===== config.mk =====
export PLATFORM = sky130hd
export DESIGN_NAME = mdu_sequencer_flat
export DESIGN_NICKNAME = d
export VERILOG_FILES = /design/src/rtl/mdu_pkg.sv /design/src/rtl/mdu_sequencer_if.sv /design/src/rtl/mdu_step.sv /design/src/rtl/mdu_sequencer.sv /design/src/flat_wrapper.sv
export SDC_FILE = /design/constraint.sdc
export NUM_CORES = 1
export LEC_CHECK = 0
export ABC_AREA = 1
export CORE_MARGIN = 1
export CORE_UTILIZATION = 23
export DETAILED_ROUTE_END_ITERATION = 8
export DONT_BUFFER_PORTS = 1
export GPL_TIMING_DRIVEN = 0
export PLACE_DENSITY = 0.4
export SLEW_MARGIN = 25
export SYNTH_ARGS = -nofsm -noshare
export SYNTH_HDL_FRONTEND = slang
export SYNTH_SLANG_ARGS = --single-unit
export TNS_END_PERCENT = 10

===== constraint.sdc =====
create_clock -name clk -period 11.1 [get_ports clk]
set_input_delay 1.665 -clock clk [delete_from_list [all_inputs] [get_ports clk]]
set_output_delay 1.665 -clock clk [all_outputs]
set_load 0.05 [all_outputs]

===== src/rtl/mdu_pkg.sv =====
// Shared types and constants for the iterative multiply/divide unit.
// Divide support is compiled in only when MDU_DIV_EN is defined.
package mdu_pkg;

  typedef enum logic [1:0] {
    IDLE,
    RUN,
    DONE
  } mdu_state_t;

  localparam logic [1:0] MDU_MUL  = 2'b00;
  localparam logic [1:0] MDU_MULU = 2'b01;
  localparam logic [1:0] MDU_DIV  = 2'b10;
  localparam logic [1:0] MDU_DIVU = 2'b11;

  localparam logic [5:0] OPC_SPECIAL2 = 6'b01_1100;
  localparam logic [5:0] FUNCT_MUL    = 6'b00_0010;

  function automatic logic is_special2_mul(input logic [5:0] opcode, input logic [5:0] funct);
    return (opcode == OPC_SPECIAL2) && (funct == FUNCT_MUL);
  endfunction

  // Ceiling log2, never below 1 so a counter always has at least one bit.
  function automatic int unsigned clog2(input int unsigned value);
    int unsigned bits;
    bits = 0;
    while ((32'd1 << bits) < value) bits++;
    return (bits == 0) ? 1 : bits;
  endfunction

endpackage


===== src/rtl/mdu_sequencer_if.sv =====
// EX-stage <-> MDU handshake and result bus.
interface mdu_sequencer_if #(
  parameter int unsigned WIDTH = 32
);
  logic             start;
  logic [1:0]       op;
  logic [WIDTH-1:0] op_a;
  logic [WIDTH-1:0] op_b;
  logic             flush;
  logic             stall;
  logic             busy;
  logic             done;
  logic [WIDTH-1:0] result_lo;
  logic [WIDTH-1:0] result_hi;

  modport master (
    output start, op, op_a, op_b, flush,
    input  stall, busy, done, result_lo, result_hi
  );

  modport slave (
    input  start, op, op_a, op_b, flush,
    output stall, busy, done, result_lo, result_hi
  );
endinterface


===== src/rtl/mdu_step.sv =====
// One combinational BITS_PER_CYCLE slice: shift-add multiply or restoring divide.
// The divide path exists only when MDU_DIV_EN is defined.
module mdu_step
  import mdu_pkg::*;
#(
  parameter int unsigned WIDTH          = 32,
  parameter int unsigned BITS_PER_CYCLE = 1
) (
  input  logic             mul_i,
  input  logic [WIDTH-1:0] opnd_i,
  input  logic [WIDTH-1:0] hi_i,
  input  logic [WIDTH-1:0] lo_i,
  output logic [WIDTH-1:0] hi_o,
  output logic [WIDTH-1:0] lo_o
);

  always_comb begin
    logic [WIDTH-1:0] hi;
    logic [WIDTH-1:0] lo;
    logic [WIDTH:0]   sum;
`ifdef MDU_DIV_EN
    logic [WIDTH:0]   rem;
    rem = '0;
`endif
    hi  = hi_i;
    lo  = lo_i;
    sum = '0;
    for (int unsigned i = 0; i < BITS_PER_CYCLE; i++) begin
      if (mul_i) begin
        // lo holds the unconsumed multiplier bits; product bits shift in from the top.
        sum      = {1'b0, hi} + (lo[0] ? {1'b0, opnd_i} : '0);
        {hi, lo} = {sum, lo[WIDTH-1:1]};
      end
`ifdef MDU_DIV_EN
      else begin
        rem = {hi, lo[WIDTH-1]};
        lo  = {lo[WIDTH-2:0], 1'b0};
        if (rem >= {1'b0, opnd_i}) begin
          rem   = rem - {1'b0, opnd_i};
          lo[0] = 1'b1;
        end
        hi = rem[WIDTH-1:0];
      end
`endif
    end
    hi_o = hi;
    lo_o = lo;
  end

endmodule


===== src/rtl/mdu_sequencer.sv =====
// Iterative MDU control: FSM, iteration counter, operand/sign capture and sign fix-up.
// With MDU_DIV_EN undefined, divide ops run full length and return zero.
module mdu_sequencer
  import mdu_pkg::*;
#(
  parameter int unsigned WIDTH          = 32,
  parameter int unsigned BITS_PER_CYCLE = 1
) (
  input logic            clk,
  input logic            rst,
  mdu_sequencer_if.slave bus
);

  localparam int unsigned   N    = WIDTH / BITS_PER_CYCLE;
  localparam int unsigned   CW   = clog2(N);
  localparam logic [CW-1:0] LAST = CW'(N - 1);

  mdu_state_t       state_q;
  logic [CW-1:0]    count_q;
  logic [1:0]       op_q;
  logic             sign_a_q, sign_b_q;
  logic [WIDTH-1:0] opnd_q, acc_hi_q, acc_lo_q;
  logic [WIDTH-1:0] res_lo_q, res_hi_q;
  logic [WIDTH-1:0] step_hi, step_lo, fix_lo, fix_hi;
  logic [WIDTH-1:0] mag_a, mag_b;
  logic             is_signed, accept;

  assign is_signed = ~bus.op[0];
  assign mag_a     = (is_signed & bus.op_a[WIDTH-1]) ? -bus.op_a : bus.op_a;
  assign mag_b     = (is_signed & bus.op_b[WIDTH-1]) ? -bus.op_b : bus.op_b;
  assign accept    = (state_q == IDLE) & bus.start & ~bus.flush;

  assign bus.stall     = ~rst & (accept | ((state_q == RUN) & ~bus.flush));
  assign bus.busy      = (state_q != IDLE);
  assign bus.done      = (state_q == DONE) & ~bus.flush;
  assign bus.result_lo = res_lo_q;
  assign bus.result_hi = res_hi_q;

  mdu_step #(
    .WIDTH         (WIDTH),
    .BITS_PER_CYCLE(BITS_PER_CYCLE)
  ) u_step (
    .mul_i (~op_q[1]),
    .opnd_i(opnd_q),
    .hi_i  (acc_hi_q),
    .lo_i  (acc_lo_q),
    .hi_o  (step_hi),
    .lo_o  (step_lo)
  );

  always_comb begin
    logic [2*WIDTH-1:0] prod;
    prod = {step_hi, step_lo};
    if (~op_q[0] & (sign_a_q ^ sign_b_q)) prod = -prod;
    fix_lo = prod[WIDTH-1:0];
    fix_hi = prod[2*WIDTH-1:WIDTH];
    if (op_q[1]) begin
`ifdef MDU_DIV_EN
      fix_lo = (~op_q[0] & (sign_a_q ^ sign_b_q)) ? -step_lo : step_lo;
      fix_hi = (~op_q[0] & sign_a_q) ? -step_hi : step_hi;
      // Divide by zero: all-ones quotient; remainder already equals op_a.
      if (opnd_q == '0) fix_lo = '1;
`else
      fix_lo = '0;
      fix_hi = '0;
`endif
    end
  end

  always_ff @(posedge clk or posedge rst) begin
    if (rst) begin
      state_q  <= IDLE;
      count_q  <= '0;
      op_q     <= '0;
      sign_a_q <= 1'b0;
      sign_b_q <= 1'b0;
      opnd_q   <= '0;
      acc_hi_q <= '0;
      acc_lo_q <= '0;
      res_lo_q <= '0;
      res_hi_q <= '0;
    end else begin
      unique case (state_q)
        IDLE: begin
          if (accept) begin
            state_q  <= RUN;
            count_q  <= '0;
            op_q     <= bus.op;
            sign_a_q <= is_signed & bus.op_a[WIDTH-1];
            sign_b_q <= is_signed & bus.op_b[WIDTH-1];
            acc_hi_q <= '0;
            // Divide iterates the dividend through lo against the divisor.
            opnd_q   <= bus.op[1] ? mag_b : mag_a;
            acc_lo_q <= bus.op[1] ? mag_a : mag_b;
          end
        end
        RUN: begin
          if (bus.flush) begin
            state_q <= IDLE;
          end else begin
            acc_hi_q <= step_hi;
            acc_lo_q <= step_lo;
            count_q  <= count_q + 1'b1;
            if (count_q == LAST) begin
              state_q  <= DONE;
              res_lo_q <= fix_lo;
              res_hi_q <= fix_hi;
            end
          end
        end
        DONE:    state_q <= IDLE;
        default: state_q <= IDLE;
      endcase
    end
  end

endmodule


===== src/flat_wrapper.sv =====
// flat-port wrapper written by rule: the top's interface ports become plain ports
module mdu_sequencer_flat import mdu_pkg::*;
#(
  parameter int unsigned WIDTH          = 32,
  parameter int unsigned BITS_PER_CYCLE = 1
)
  (clk, rst, bus_start, bus_op, bus_op_a, bus_op_b, bus_flush, bus_stall, bus_busy, bus_done, bus_result_lo, bus_result_hi);
  mdu_sequencer_if #(.WIDTH(WIDTH)) bus_i ();
  input logic clk;
  input logic rst;
  input wire logic [$bits(bus_i.start)-1:0] bus_start;
  input wire logic [$bits(bus_i.op)-1:0] bus_op;
  input wire logic [$bits(bus_i.op_a)-1:0] bus_op_a;
  input wire logic [$bits(bus_i.op_b)-1:0] bus_op_b;
  input wire logic [$bits(bus_i.flush)-1:0] bus_flush;
  output wire logic [$bits(bus_i.stall)-1:0] bus_stall;
  output wire logic [$bits(bus_i.busy)-1:0] bus_busy;
  output wire logic [$bits(bus_i.done)-1:0] bus_done;
  output wire logic [$bits(bus_i.result_lo)-1:0] bus_result_lo;
  output wire logic [$bits(bus_i.result_hi)-1:0] bus_result_hi;
  assign bus_i.start = bus_start;
  assign bus_i.op = bus_op;
  assign bus_i.op_a = bus_op_a;
  assign bus_i.op_b = bus_op_b;
  assign bus_i.flush = bus_flush;
  assign bus_stall = bus_i.stall;
  assign bus_busy = bus_i.busy;
  assign bus_done = bus_i.done;
  assign bus_result_lo = bus_i.result_lo;
  assign bus_result_hi = bus_i.result_hi;
  mdu_sequencer #(.WIDTH(WIDTH), .BITS_PER_CYCLE(BITS_PER_CYCLE)) u_core (.clk(clk), .rst(rst), .bus(bus_i));
endmodule

==> results.toml <==
[run]
cap_violations = 0

[yosys]
syn_avg_cell_area_sq_um = 6.193
netlist_instances = 2307
synth_flop_cell = "dfrtp_1"
syn_area_sq_mm = 0.01429
ys_ff_latch = 171
async_reset_ff_frac = 1.000
syn-num-nets = 2415
synth_cell_type_count = 53
synth-seq-area-share = 0.2995
synth_warnings = 0
synth_edf_count = 0

[setup_path]
reg2reg_depth = 21
required_ns = 9.44
crit_fanout = 10
r2r_end = "u_core.bus.result_hi[29]"
crit_path_end_kind = "primary output"
critPathKind = "register to primary output"
cp.arrival_ns = 3.91
worstSetupStartpointType = "register"
rr_startpoint = "u_core.acc_lo_q[0]"
r2r_setup_slack_ns = 7.23

[timing]
worst_pin_slew_ns = 0.9504
min_period_over_period = 0.5023
setup_viol = 0
final_hold_viol_count = 0
fin_crit_ns = 5.576
setup_tns_ns = 0
report.final.slew_viol_count = 0
clock.fmax_mhz = 179.4
slew_headroom = 0.3664
grt_setup_unrepaired = "false"
fin_worst_skew_ns = 0.02407

[placed_design]
gp_congestion = 0.8982
dpl-instance-area_sq_mm = 0.01533
dp_hpwl_mm = 50.51
io_buffers = 0

[grt]
grt_pass1_vias = 14910
grt_pass1_wl_mm = 92.90
antenna_found_initial = 0
overflow = 0
grt_max_degree = 90
grt_util_all_layers = 0.1990

[pwr]
seqPwrFrac = 0.300
p_sw_mw = 1.224
clkPwrFrac = 0.262
power_mw = 2.692
ir_worst_vdd_uv = 113.2
p_leak_nw = 8.144
swShare = 0.4546
power_density_mw_per_mm2 = 168.3
p_comb_frac = 0.438
internal-power_mw = 1.468

[finish]
final_nets = 2436
diodes = 0
final_cell_mix = "nand2_1 (785), inv_1 (350), nor2_1 (207), dfrtp_1 (171), nand3_1 (169)"
final_common_cell = "nand2_1"
drive_gt1_frac = 0.04357
areaGrowthSynthToFinish_pct = 11.92
utilization = 0.2630
finish.instance_area_sq_mm = 0.01599

[die]
start_util = 0.2350
die_height_um = 251.2
num_rows = 90
design.die.area_sq_mm = 0.06312
core_area_sq_mm = 0.06081
ios = 137
die_w_um = 251.2

[worst_hold_path]
min-delay-start = "u_core.op_q[0]"
hp-class = "register to register"
whs_endpoint = "u_core.op_q[0]"
holdPathStages = 2

[clock_network]
clock_path_buffers = 2
ctsHtreeMaxLevel = 4
cts_tree = "yes"
clk_pin_slew_ns = 0.08
hold_buffers = 0
insertion_delay_ns = 0.50
cts_resized = 0
cts_buffers = 17
post_cts_buffers = 0
root_buffer = "clkbuf_16"
cts.sinks = 171

[status]
status = "completed"

[drt]
viasPerCell = 4.748
drc = 0
drt_pass1_iterations = 5
drt_wl_total_mm = 61.61
wl_per_cell_um = 19.73
vias = 14830
antenna_left = 0
dr.first_iter.drc_count = 973
worst max-delay path, cell delays in order (launching register included):
cell and delay, ns:
dfrtp_1 0.38, inv_1 0.07, nor2_1 0.59, inv_1 0.15, nor2_1 0.60, nor2_1 0.30
clkbuf_1 0.47, nor2_1 0.83
flip-flops by register name (all words and copies together), names as in the netlist:
register / flops
u_core.acc_hi_q: 32
u_core.acc_lo_q: 32
u_core.bus.result_hi: 32
u_core.bus.result_lo: 32
u_core.count_q: 5
u_core.op_q: 2
u_core.opnd_q: 32
u_core.sign_a_q: 1
u_core.sign_b_q: 1
u_core.state_q: 2
power groups by stage:
stage	combinational [mW]	sequential, mW	clock, mW
final	1.18	0.809	0.704
after detailed placement	1.18	0.820	0
after CTS	1.19	0.808	0.723
after global placement	1.18	0.818	0
after floorplan	0.820	0.775	0
after global routing	1.33	0.817	0.743
final cells by class:
type | count | area, sq um
Buffer | 83 | 392.9
Sequential cell | 171 | 4279
Inverter | 359 | 1356
Timing Repair Buffer | 2 | 55.05
Fill cell | 6899 | 44820
Clock inverter | 14 | 227.7
Multi-Input combinational cell | 1694 | 8272
Tap cell | 782 | 978.4
Clock buffer | 18 | 429.2
routing by layer:
layer / global-route usage / vias up / part of all wire
met5: 0 / - / 0
met4: 0.08798 / 0 / 0.042
met3: 0.03417 / 85 / 0.046
met2: 0.3342 / 375 / 0.47
met1: 0.2489 / 6986 / 0.44
li1: - / 7382 / -
logic make-up (layout without fill, tap and decap cells):
logic type / after synthesis / count (layout) / synth area share
AND/OR/NAND/NOR: 1257 / 1257 / 0.3647
buffers and inverters: 442 / 476 / 0.1219
AO/OA/AOI/OAI: 332 / 332 / 0.1391
flip-flops: 171 / 171 / 0.2995
XOR/XNOR: 67 / 67 / 0.04107
adder cells (fa/ha/maj): 38 / 38 / 0.03380
through the flow:
step	hold WS (ns)	worst slack (ns)	std cells
2_1_floorplan	0.4503	4.803	2307
3_3_place_gp	0.4671	2.223	3089
3_5_place_dp	0.4708	5.563	3091
4_1_cts	0.4900	5.450	3123
5_1_grt	0.5357	5.203	3123
6_report	0.4873	5.524	3123
worst max path at each step:
stage / start / endpoint / slack, ns / cells past startpoint
floorplan: rst / u_core.acc_hi_q[0] / 4.80 / 1
global placement: rst / u_core.opnd_q[10] / 2.22 / 1
detailed placement: bus_flush / bus_stall / 5.56 / 6
CTS: u_core.state_q[0] / bus_stall / 5.45 / 7
global route: u_core.state_q[0] / bus_stall / 5.20 / 7
finish: u_core.state_q[0] / bus_stall / 5.52 / 7
cells in the mapped netlist (12+ instances only):
master | instances | area share
o22ai_1 | 16 | 0.0070
o21ai_0 | 136 | 0.048
a21oi_1 | 56 | 0.020
nor2_1 | 207 | 0.054
nand3_1 | 169 | 0.059
nor3_1 | 27 | 0.0095
o21ai_1 | 25 | 0.0088
ha_1 | 37 | 0.032
inv_1 | 351 | 0.092
clkbuf_1 | 60 | 0.016
or2_2 | 12 | 0.0053
o211ai_1 | 32 | 0.017
nand4_1 | 23 | 0.010
xor2_1 | 57 | 0.035
nand2_1 | 785 | 0.21
a31oi_1 | 19 | 0.0083
dfrtp_1 | 171 | 0.30
No activity file was read; power rests on OpenSTA's default activity.
